[src/rtl/sobel_window3x3.sv]
// sobel_window3x3
// ---------------
// Raster-to-window stage that feeds the Sobel gradient kernel. Pixels arrive
// one per accepted cycle in raster order. Two line buffers hold the previous
// two image rows, and a 3x3 shift window presents the neighbourhood p0..p8 to
// the kernel one clock after the accept that completes it.
//
// Window layout (c = column of the newest pixel, r = its row):
//   p0 p1 p2   row r-2, columns c-2, c-1, c
//   p3 p4 p5   row r-1, columns c-2, c-1, c
//   p6 p7 p8   row r,   columns c-2, c-1, c   (p8 = newest pixel)
//
// Ports:
//   clk        system clock, rising edge
//   rst        synchronous, active-high reset
//   in_valid   in_pixel is accepted on a clk edge when high (no backpressure)
//   in_pixel   raster-order pixel, PIX_W bits
//   in_sof     (only with SOBEL_WIN_SOF_EN) forces the accept to row 0, col 0
//   out_valid  one-cycle strobe: p0..p8 hold a complete in-frame window
//   p0..p8     window taps, PIX_W bits each
//
// Optional build macro:
//   SOBEL_WIN_SOF_EN  adds the in_sof port for start-of-frame resync after a
//                     dropped pixel. Without it, position comes only from
//                     the counters and rst.

module sobel_window3x3 #(
    parameter int IMG_WIDTH  = 64,
    parameter int IMG_HEIGHT = 64,
    parameter int PIX_W      = 8
) (
    input  logic             clk,
    input  logic             rst,
    input  logic             in_valid,
    input  logic [PIX_W-1:0] in_pixel,
`ifdef SOBEL_WIN_SOF_EN
    input  logic             in_sof,
`endif
    output logic             out_valid,
    output logic [PIX_W-1:0] p0,
    output logic [PIX_W-1:0] p1,
    output logic [PIX_W-1:0] p2,
    output logic [PIX_W-1:0] p3,
    output logic [PIX_W-1:0] p4,
    output logic [PIX_W-1:0] p5,
    output logic [PIX_W-1:0] p6,
    output logic [PIX_W-1:0] p7,
    output logic [PIX_W-1:0] p8
);

    localparam int COL_W = $clog2(IMG_WIDTH);
    localparam int ROW_W = $clog2(IMG_HEIGHT);

    localparam logic [COL_W-1:0] COL_LAST = COL_W'(IMG_WIDTH - 1);
    localparam logic [ROW_W-1:0] ROW_LAST = ROW_W'(IMG_HEIGHT - 1);
    localparam logic [COL_W-1:0] COL_TWO  = COL_W'(2);
    localparam logic [ROW_W-1:0] ROW_TWO  = ROW_W'(2);

    // Position counters (advance only on accept)
    logic [COL_W-1:0] col_q, col_d;
    logic [ROW_W-1:0] row_q, row_d;

    // Line buffers: lb1 holds row r-1, lb2 holds row r-2. Not reset; stale
    // contents never reach a strobed window because of the row/col gating.
    logic [PIX_W-1:0] lb1_q [IMG_WIDTH];
    logic [PIX_W-1:0] lb2_q [IMG_WIDTH];

    // 3x3 window, index k drives output pk
    logic [PIX_W-1:0] win_q [9];
    logic             out_vld_q, out_vld_d;

    // Effective position of the pixel being accepted this cycle
    logic [COL_W-1:0] pos_col;
    logic [ROW_W-1:0] pos_row;
    logic [PIX_W-1:0] lb1_rd;
    logic [PIX_W-1:0] lb2_rd;
    logic             accept;
    logic             win_ok;

    assign accept = in_valid;

    // Start-of-frame forces (0,0); that position can never complete a window,
    // so the strobe is suppressed without any extra term.
    always_comb begin
        pos_col = col_q;
        pos_row = row_q;
`ifdef SOBEL_WIN_SOF_EN
        if (in_sof) begin
            pos_col = '0;
            pos_row = '0;
        end
`endif
    end

    // Asynchronous reads of the old contents at pos_col; the writes below land
    // on the clock edge, which gives read-before-write on the same address.
    assign lb1_rd = lb1_q[pos_col];
    assign lb2_rd = lb2_q[pos_col];

    // Columns c-2 and c-1 only belong to the current line once col >= 2, and
    // rows r-2 and r-1 only belong to this frame once row >= 2.
    assign win_ok = (pos_row >= ROW_TWO) && (pos_col >= COL_TWO);

    always_comb begin
        col_d     = col_q;
        row_d     = row_q;
        out_vld_d = 1'b0;
        if (accept) begin
            out_vld_d = win_ok;
            if (pos_col == COL_LAST) begin
                col_d = '0;
                row_d = (pos_row == ROW_LAST) ? '0 : pos_row + ROW_W'(1);
            end else begin
                col_d = pos_col + COL_W'(1);
                row_d = pos_row;
            end
        end
    end

    // Control and window registers
    always_ff @(posedge clk) begin
        if (rst) begin
            col_q     <= '0;
            row_q     <= '0;
            out_vld_q <= 1'b0;
            for (int k = 0; k < 9; k++) begin
                win_q[k] <= '0;
            end
        end else begin
            col_q     <= col_d;
            row_q     <= row_d;
            out_vld_q <= out_vld_d;
            if (accept) begin
                win_q[0] <= win_q[1];
                win_q[1] <= win_q[2];
                win_q[2] <= lb2_rd;
                win_q[3] <= win_q[4];
                win_q[4] <= win_q[5];
                win_q[5] <= lb1_rd;
                win_q[6] <= win_q[7];
                win_q[7] <= win_q[8];
                win_q[8] <= in_pixel;
            end
        end
    end

    // Line-buffer update: the row r-1 entry ages into r-2, new pixel becomes r-1
    always_ff @(posedge clk) begin
        if (accept) begin
            lb2_q[pos_col] <= lb1_rd;
            lb1_q[pos_col] <= in_pixel;
        end
    end

    assign out_valid = out_vld_q;
    assign p0 = win_q[0];
    assign p1 = win_q[1];
    assign p2 = win_q[2];
    assign p3 = win_q[3];
    assign p4 = win_q[4];
    assign p5 = win_q[5];
    assign p6 = win_q[6];
    assign p7 = win_q[7];
    assign p8 = win_q[8];

endmodule
[config.mk]
export PLATFORM = sky130hd
export DESIGN_NAME = sobel_window3x3
export DESIGN_NICKNAME = d
export VERILOG_FILES = /design/src/rtl/sobel_window3x3.sv
export SDC_FILE = /design/constraint.sdc
export NUM_CORES = 1
export LEC_CHECK = 0
export ABC_AREA = 0
export BUFFER_PORTS_ARGS = -buffer_cell sky130_fd_sc_hd__buf_4
export CORE_MARGIN = 3
export CORE_UTILIZATION = 45
export DETAILED_ROUTE_END_ITERATION = 7
export PLACE_DENSITY = 0.64
export SKIP_LAST_GASP = 1
export SLEW_MARGIN = 40
export SYNTH_ARGS = -nofsm -noshare
export SYNTH_HDL_FRONTEND = slang
export SYNTH_SLANG_ARGS = --single-unit
[constraint.sdc]
create_clock -name clk -period 5.5 [get_ports clk]
set_clock_uncertainty 0.15 [all_clocks]
set_input_delay 1.375 -clock clk [delete_from_list [all_inputs] [get_ports clk]]
set_output_delay 1.375 -clock clk [all_outputs]
set_load 0.005 [all_outputs]
; Word level (Yosys, flattened, before mapping)
; Memories as Yosys holds them, arrays and structs flattened. A register that Yosys moved wholly into a read port is not among the register bits.
; Cells that the tools add are included.
[word_totals]
register_bits = 13
ram_bits = 1096
in_bits = 11
wordCells = 46
memories = 3
[mem_list]
columns = name, depth, width, rd, rd_ports_with_merged_regs, wr, line
row1 = lb1_q, 64, 8, 1, 1, 1, 65  ; logic [PIX_W-1:0] lb1_q [IMG_WIDTH];
row2 = lb2_q, 64, 8, 1, 1, 1, 66  ; logic [PIX_W-1:0] lb2_q [IMG_WIDTH];
row3 = win_q, 9, 8, 9, 0, 9, 69  ; logic [PIX_W-1:0] win_q [9];
[op_classes]
addsub = 2
order_cmp = 2
n_eq_ne = 2
mux = 21
bitwise_logic = 10
reduce_logical = 3
[ops]
columns = operator, count
row1 = $mux W8, 9
row2 = $mux W6, 6
row3 = $add A6 B1 Y6 const B, 2
row4 = $eq A6 B6 Y1 const B, 2
row5 = $ge A6 B2 Y1 const B, 2
row6 = $or A1 B1 Y1, 9
row7 = $mux W1, 6
row8 = $reduce_and A2 Y1, 1
row9 = $reduce_or A2 Y1, 1
row10 = $logic_and A1 B1 Y1, 1
row11 = $not A1 Y1, 1

; Longest topological paths before layout
; Gate-level depths: netlist of run 1.
[logic_depth]
depth_word = 4
depth_mapped = 11

; Least setup slack after synthesis of run 1
; Ideal clock, no wire load.
[synth_timing]
path_type = register to register
start = register with a tool-made name
end = memory lb2_q[0][0], data pin
setup_time_ns = 0.702
arrival_time_ns = 4.181
path_slack_ns = 0.467
stages_incl_launch_ff = 12
path_buffers = 6
period_less_slack_ns = 5.033
cell_sequence = dfxtp_1 > buf_6 > buf_6 > buf_8 > buf_6 > buf_8 > buf_8 > mux4_2 > nand2_1 > a32oi_1 > nand2_1 > o21ai_0
[synth_rtl]
columns = item, line
row1 = end: declaration, 66

==> impl_metrics.yaml, run 1 <==
clock_tree:
  clockBufferDepth: 3
  cts_resized: 0
  clk-insertion-delay-late_ns: 0.68
  cts_setup_buffers: 0
  clockRootBuffer: "clkbuf_16"
  cts_tree: "yes"
  clk_pin_slew_worst_paths_ns: 0.06
  clock_sinks: 1115
  cts_buffers: 105
  holdBufCountCts: 0
  htree_num_levels: 3
cells_and_area:
  layout-drive-gt1-share_pct: 30.25
  register_area_um2: 33310
  syn_to_final_growth_pct: 14.25
  nets: 2147
  fillCellCount: 7105
  multi_input_area_um2: 9070
  mostFrequentLayoutCells: "edfxtp_1, mux4_2, buf_4, clkbuf_16, nor2_1"
  final_common_cell: "edfxtp_1"
  n_antenna_cell: 0
  post-route-util_pct: 52.15
worst_setup_path:
  path_max_fanout: 97
  reg2reg_slack_ns: 1.42
  end_kind: "flip-flop"
  critPathKind: "reg2reg"
  start_kind: "flip-flop"
  r2r-end: "lb2_q[28][2]"
  cp.arrival_ns: 4.27
  ff2ff_path_depth: 8
  worstPathRequired_ns: 5.68
global_route:
  grt_max_degree: 98
  grt_pass1_vias: 21059
  gr-total-overflow: 0
  antenna_found_initial: 4
  grt.total_usage_pct: 20.96
  grt_pass1_wl_mm: 149.2
yosys:
  postSynth.topFlopCell: "edfxtp_1"
  ys_async_sr_fraction_pct: 0
  synth-seq-cells: 1115
  yosysWarnings: 0
  syn_inst: 1941
  synth_area_um2: 42790
  synth_edf_count: 1096
  synthDistinctLibCells: 48
  synth_fp_nets: 1956
  yosysSeqAreaShare_pct: 77.80
  syn_avg_cell_area_um2: 22.05
die:
  die_x_um: 314.4
  start_util_pct: 45.64
  core.rowCount: 112
  fp.dieH_um: 314.4
  fp.coreArea_um2: 93750
  die-area_um2: 98830
  io-pin-count: 84
worst_hold_path:
  hold_path_end: "win_q[0][57]"
  hold_path.class: "reg2reg"
  holdPathStages: 1
  hold_start: "win_q[0][65]"
route:
  via_per_inst: 5.984
  final_antenna_net_count: 0
  drt_iter0_drc: 2631
  drtPass1Iterations: 5
  wirelength_mm: 102.8
  wl_per_cell_um: 29.63
  drc: 0
  vias: 20759
place:
  dpl.hpwl_mm: 59.66
  gp_congestion: 0.8141
  io_buffers: 83
  dp_slack_ns: 1.370
timing:
  rsz0062_at_grt: "no"
  final_max_slew_viol_count: 0
  finalWorstSetupSlack_ns: 1.418
  fin_crit_ns: 4.082
  finalCritPeriodShare_pct: 74.22
  finalSetupViolCount: 0
  worst_pin_slew_ns: 0.8493
  tns_ns: 0
  hold_viol_final: 0
  slew_headroom_pct: 41.76
  timing.fmax_mhz: 245.0
pwr:
  power-per-cell-area_nw_per_um2: 360.0
  p_leak_uw: 0.01536
  peakVddDrop_uv: 239.5
job:
  drv_cap: 0
status:
  status: "finished clean"
area by class of cell:
cell class              count  area share, %
inverters                   5        0.04095
clock inverters            64          1.285
flip-flops and latches   1115          68.13
multi-input cells         714          18.55
well taps                1254          3.209
clock buffers             126          5.579
repair buffers            191          3.207
cell families (layout without fill, tap and decap cells):
| family | after synthesis | in the layout | share of synthesized area [%] |
|---|---|---|---|
| AND/OR/NAND/NOR | 261 | 261 | 2.950 |
| buffers and inverters | 112 | 386 | 1.474 |
| AO/OA/AOI/OAI | 111 | 111 | 1.839 |
| XOR/XNOR | 8 | 8 | 0.1637 |
| multiplexers | 330 | 330 | 15.65 |
| adder cells (fa/ha/maj) | 4 | 4 | 0.1170 |
| flip-flops | 1115 | 1115 | 77.80 |
per-layer routing:
metal / part of all wire [%] / global-route usage, % / up-vias / wire length, um
met5: 0.030 / 0 / - / 31
met4: 3.2 / 7.017 / 4 / 3311
met3: 8.4 / 3.950 / 158 / 8641
met2: 49 / 33.93 / 1039 / 50210
met1: 39 / 28.95 / 11079 / 40580
li1: - / - / 8479 / -
worst max-delay path, cell delays in order (launching register included):
cell,delay [ns]
dfxtp_4,0.71
buf_12,0.50
buf_4,0.38
mux2_2,0.36
o21ai_0,0.14
o21ai_0,0.10
a21oi_1,0.50
o21ai_4,0.28
buf_4,0.36
report_power, final:
| group | internal (uW) | switching, uW | leakage, uW | total [uW] |
|---|---|---|---|---|
| registers | 9500 | 42.8 | 0.0102 | 9540 |
| logic | 392 | 580 | 0.00355 | 972 |
| clock network | 4050 | 3040 | 0.00164 | 7080 |
metrics by stage:
step | instances | total power [uW] | hold slack (ns) | cell area [um2]
after global placement | 3271 | 10660 | 0.3623 | 45360
after floorplan | 1941 | 10300 | 0.3454 | 42790
final | 3469 | 17600 | 0.4012 | 48890
after CTS | 3462 | 17730 | 0.4045 | 48780
after global routing | 3469 | 18130 | 0.4196 | 48890
after detailed placement | 3272 | 10700 | 0.3855 | 45420
Yosys cell counts, types with 2 or more instances:
cell type,n,area (um2)
edfxtp_1,1096,32910
mux4_2,268,6036
nor2_1,89,334.1
and2_1,64,400.4
nand2_1,51,191.4
clkbuf_1,45,168.9
mux2_2,34,382.9
mux2i_1,28,280.3
buf_2,24,120.1
nand3_1,22,110.1
dfxtp_1,19,380.4
buf_4,17,127.6
o22ai_1,16,100.1
a21oi_1,14,70.07
a22o_1,12,105.1
o21ai_0,12,60.06
a32oi_1,10,87.58
buf_6,9,101.4
a31oi_1,8,50.05
nand4_1,8,50.05
a221oi_1,7,61.31
buf_1,7,26.28
nor2b_1,7,43.79
xor2_1,7,61.31
o21ai_1,6,30.03
a31o_1,5,43.79
o221ai_1,5,43.79
buf_8,4,60.06
ha_1,4,50.05
inv_1,4,15.01
nand2b_1,4,25.02
nor3_1,4,20.02
o211ai_1,4,30.03
a211oi_1,3,22.52
a41o_1,3,30.03
nand3b_1,3,22.52
o41ai_1,3,26.28
or3b_2,3,26.28
a211o_1,2,17.52
and3_1,2,12.51
how the worst max path moves through the flow:
stage | startpoint | end | slack [ns] | cells after the start
2_1_floorplan | flip-flop | lb2_q[0][0] | 0.47 | 11
3_3_place_gp | flip-flop | lb2_q[16][6] | 1.40 | 6
3_5_place_dp | flip-flop | lb2_q[40][4] | 1.37 | 6
4_1_cts | flip-flop | lb2_q[15][4] | 1.34 | 6
5_1_grt | flip-flop | lb2_q[9][2] | 1.22 | 8
6_report | flip-flop | lb2_q[28][2] | 1.42 | 8
state kept, by name (all words and copies together) (netlist names), named ones only:
name,flops
lb1_q,512
lb2_q,512
win_q,72
col_q,6
pos_row,6
out_valid,1
No activity file was read; power rests on OpenSTA's default activity.
==> run 2, diff against run 1 <==
--- a/config.mk
+++ b/config.mk
@@ -10,7 +10,7 @@
 export CORE_MARGIN = 3
 export CORE_UTILIZATION = 45
 export DETAILED_ROUTE_END_ITERATION = 7
-export PLACE_DENSITY = 0.64
+export PLACE_DENSITY = 0.67
 export SKIP_LAST_GASP = 1
 export SLEW_MARGIN = 40
 export SYNTH_ARGS = -nofsm -noshare
==> constraint.sdc (replaced) <==
create_clock -name clk -period 3.46 [get_ports clk]
set_clock_uncertainty 0.15 [all_clocks]
set_input_delay 0.865 -clock clk [delete_from_list [all_inputs] [get_ports clk]]
set_output_delay 0.865 -clock clk [all_outputs]
set_load 0.005 [all_outputs]
==> impl_metrics.yaml, run 2 (synthesis gave the netlist of run 1 again) <==
status:
  status: "finished clean"
timing:
  finalCritPeriodShare_pct: 96.08
  tns_ns: 0
  finalSetupViolCount: 0
  holdWs_ns: 0.3807
  hold_viol_final: 0
  final_max_slew_viol_count: 0
  timing.fmax_mhz: 300.8
  rsz0062_at_grt: "no"
  finalWorstSetupSlack_ns: 0.1355
  slew_headroom_pct: 42.84
  fin_crit_ns: 3.324
  worst_pin_slew_ns: 0.8543
worst_setup_path:
  max_stage_delay_ns: 0.53
  path_max_fanout: 44
  start_kind: "flip-flop"
  worstPathRequired_ns: 3.69
  worstPathCellList: "buf_4 -> mux4_2 -> mux4_2 -> mux2i_1 -> buf_4 -> a32oi_4 -> buf_12"
  end_kind: "flip-flop"
  reg2reg_slack_ns: 0.14
  cp.arrival_ns: 3.55
  cp_slowest_cell: "mux4_2"
  critPathKind: "reg2reg"
  ff2ff_path_depth: 7
  r2r-end: "lb2_q[41][3]"
cells_and_area:
  mostFrequentLayoutCells: "edfxtp_1, mux4_2, buf_4, clkbuf_16, nor2_1"
  nets: 2204
  reg_top3: "lb1_q x512, lb2_q x512, win_q x72"
  final_common_cell: "edfxtp_1"
  layout-drive-gt1-share_pct: 31.76
  syn_to_final_growth_pct: 15.86
  fin_cells: 3539
die:
  core.rowCount: 112
  io-pin-count: 84
  fp.dieH_um: 314.4
  start_util_pct: 45.64
  die_x_um: 314.4
  die-area_um2: 98830
  fp.coreArea_um2: 93750
job:
  drv_cap: 0
place:
  dpl.hpwl_mm: 63.03
  dp_slack_ns: -0.03768
  io_buffers: 83
  gp_congestion: 0.9100
  dp_cells: 3328
route:
  vias: 21120
  drt_iter0_drc: 2612
  wirelength_mm: 105.6
  drc: 0
  drtPass1Iterations: 5
  final_antenna_net_count: 0
  wl_per_cell_um: 29.83
  via_per_inst: 5.968
clock_tree:
  clockBufferDepth: 3
  clk_pin_slew_worst_paths_ns: 0.06
  holdBufCountCts: 0
  clockRootBuffer: "clkbuf_16"
  clock_sinks: 1115
  cts_buffers: 111
  cts_tree: "yes"
  htree_num_levels: 3
  clk-insertion-delay-late_ns: 0.70
worst_hold_path:
  hold_path_end: "pos_row[4]"
  hold_start: "rst"
  holdPathStages: 2
  hold_path.class: "in2reg"
global_route:
  grt_pass1_vias: 21155
  gr-total-overflow: 0
  grt_max_degree: 66
  antenna_found_initial: 4
  grt_pass1_wl_mm: 152.2
  grt.total_usage_pct: 21.50
pwr:
  peakVddDrop_uv: 406.5
  p_leak_uw: 0.01576
  power-per-cell-area_nw_per_um2: 571.1
-- run 2: routing by layer --
metal	track usage (%)	share of wire (%)	vias to the layer above
met4	6.646	3.3	0
met1	30.42	40	11203
met5	0	0	-
met3	5.029	9.9	199
li1	-	-	8604
met2	33.56	47	1114
-- run 2: critical path, delay by kind of cell, from the launching register on --
kind                   cells  cell delay (ns)
multiplexers               3             1.45
buffers and inverters      3             0.79
flip-flops                 1             0.41
AO/OA/AOI/OAI              1             0.17
-- run 2: worst max path at each step --
stage | start | end | slack (ns) | cells past startpoint
CTS | flip-flop | lb2_q[41][3] | 0.07 | 7
detailed placement | flip-flop | lb2_q[42][3] | -0.04 | 7
global placement | flip-flop | lb2_q[42][3] | 0.06 | 7
floorplan | flip-flop | lb2_q[0][0] | 0.29 | 11
finish | flip-flop | lb2_q[41][3] | 0.14 | 7
global route | flip-flop | lb2_q[41][3] | 0.02 | 7
-- run 2: report_power, final --
group	switching, uW	internal, uW	leakage [uW]
Clock	5010	6410	0.00171
Sequential	57.0	15100	0.0102
Combinational	1020	710	0.00389
-- run 2: final cells by class --
type / count / area (um2)
inverters: 5 / 18.77
clock inverters: 67 / 555.5
diodes: 2 / 5.005
repair buffers: 242 / 2155
multi-input cells: 714 / 9034
well taps: 1254 / 1569
fillers: 7079 / 44170
clock buffers: 140 / 2937
flip-flops and latches: 1115 / 33310
-- run 2: per-stage QoR --
step	utilization (%)	power (uW)	area (um2)
after global placement	49.09	17130	46020
after detailed placement	49.10	17190	46030
after floorplan	-	16360	42840
after CTS	52.85	28530	49550
after global routing	52.88	29140	49570
final	52.88	28310	49580
-- run 2: what timing repair did --
item                       4_1_cts  5_1_grt
setup endpoints to repair       44        0
resized for setup                0        0
setup buffers                    1        0
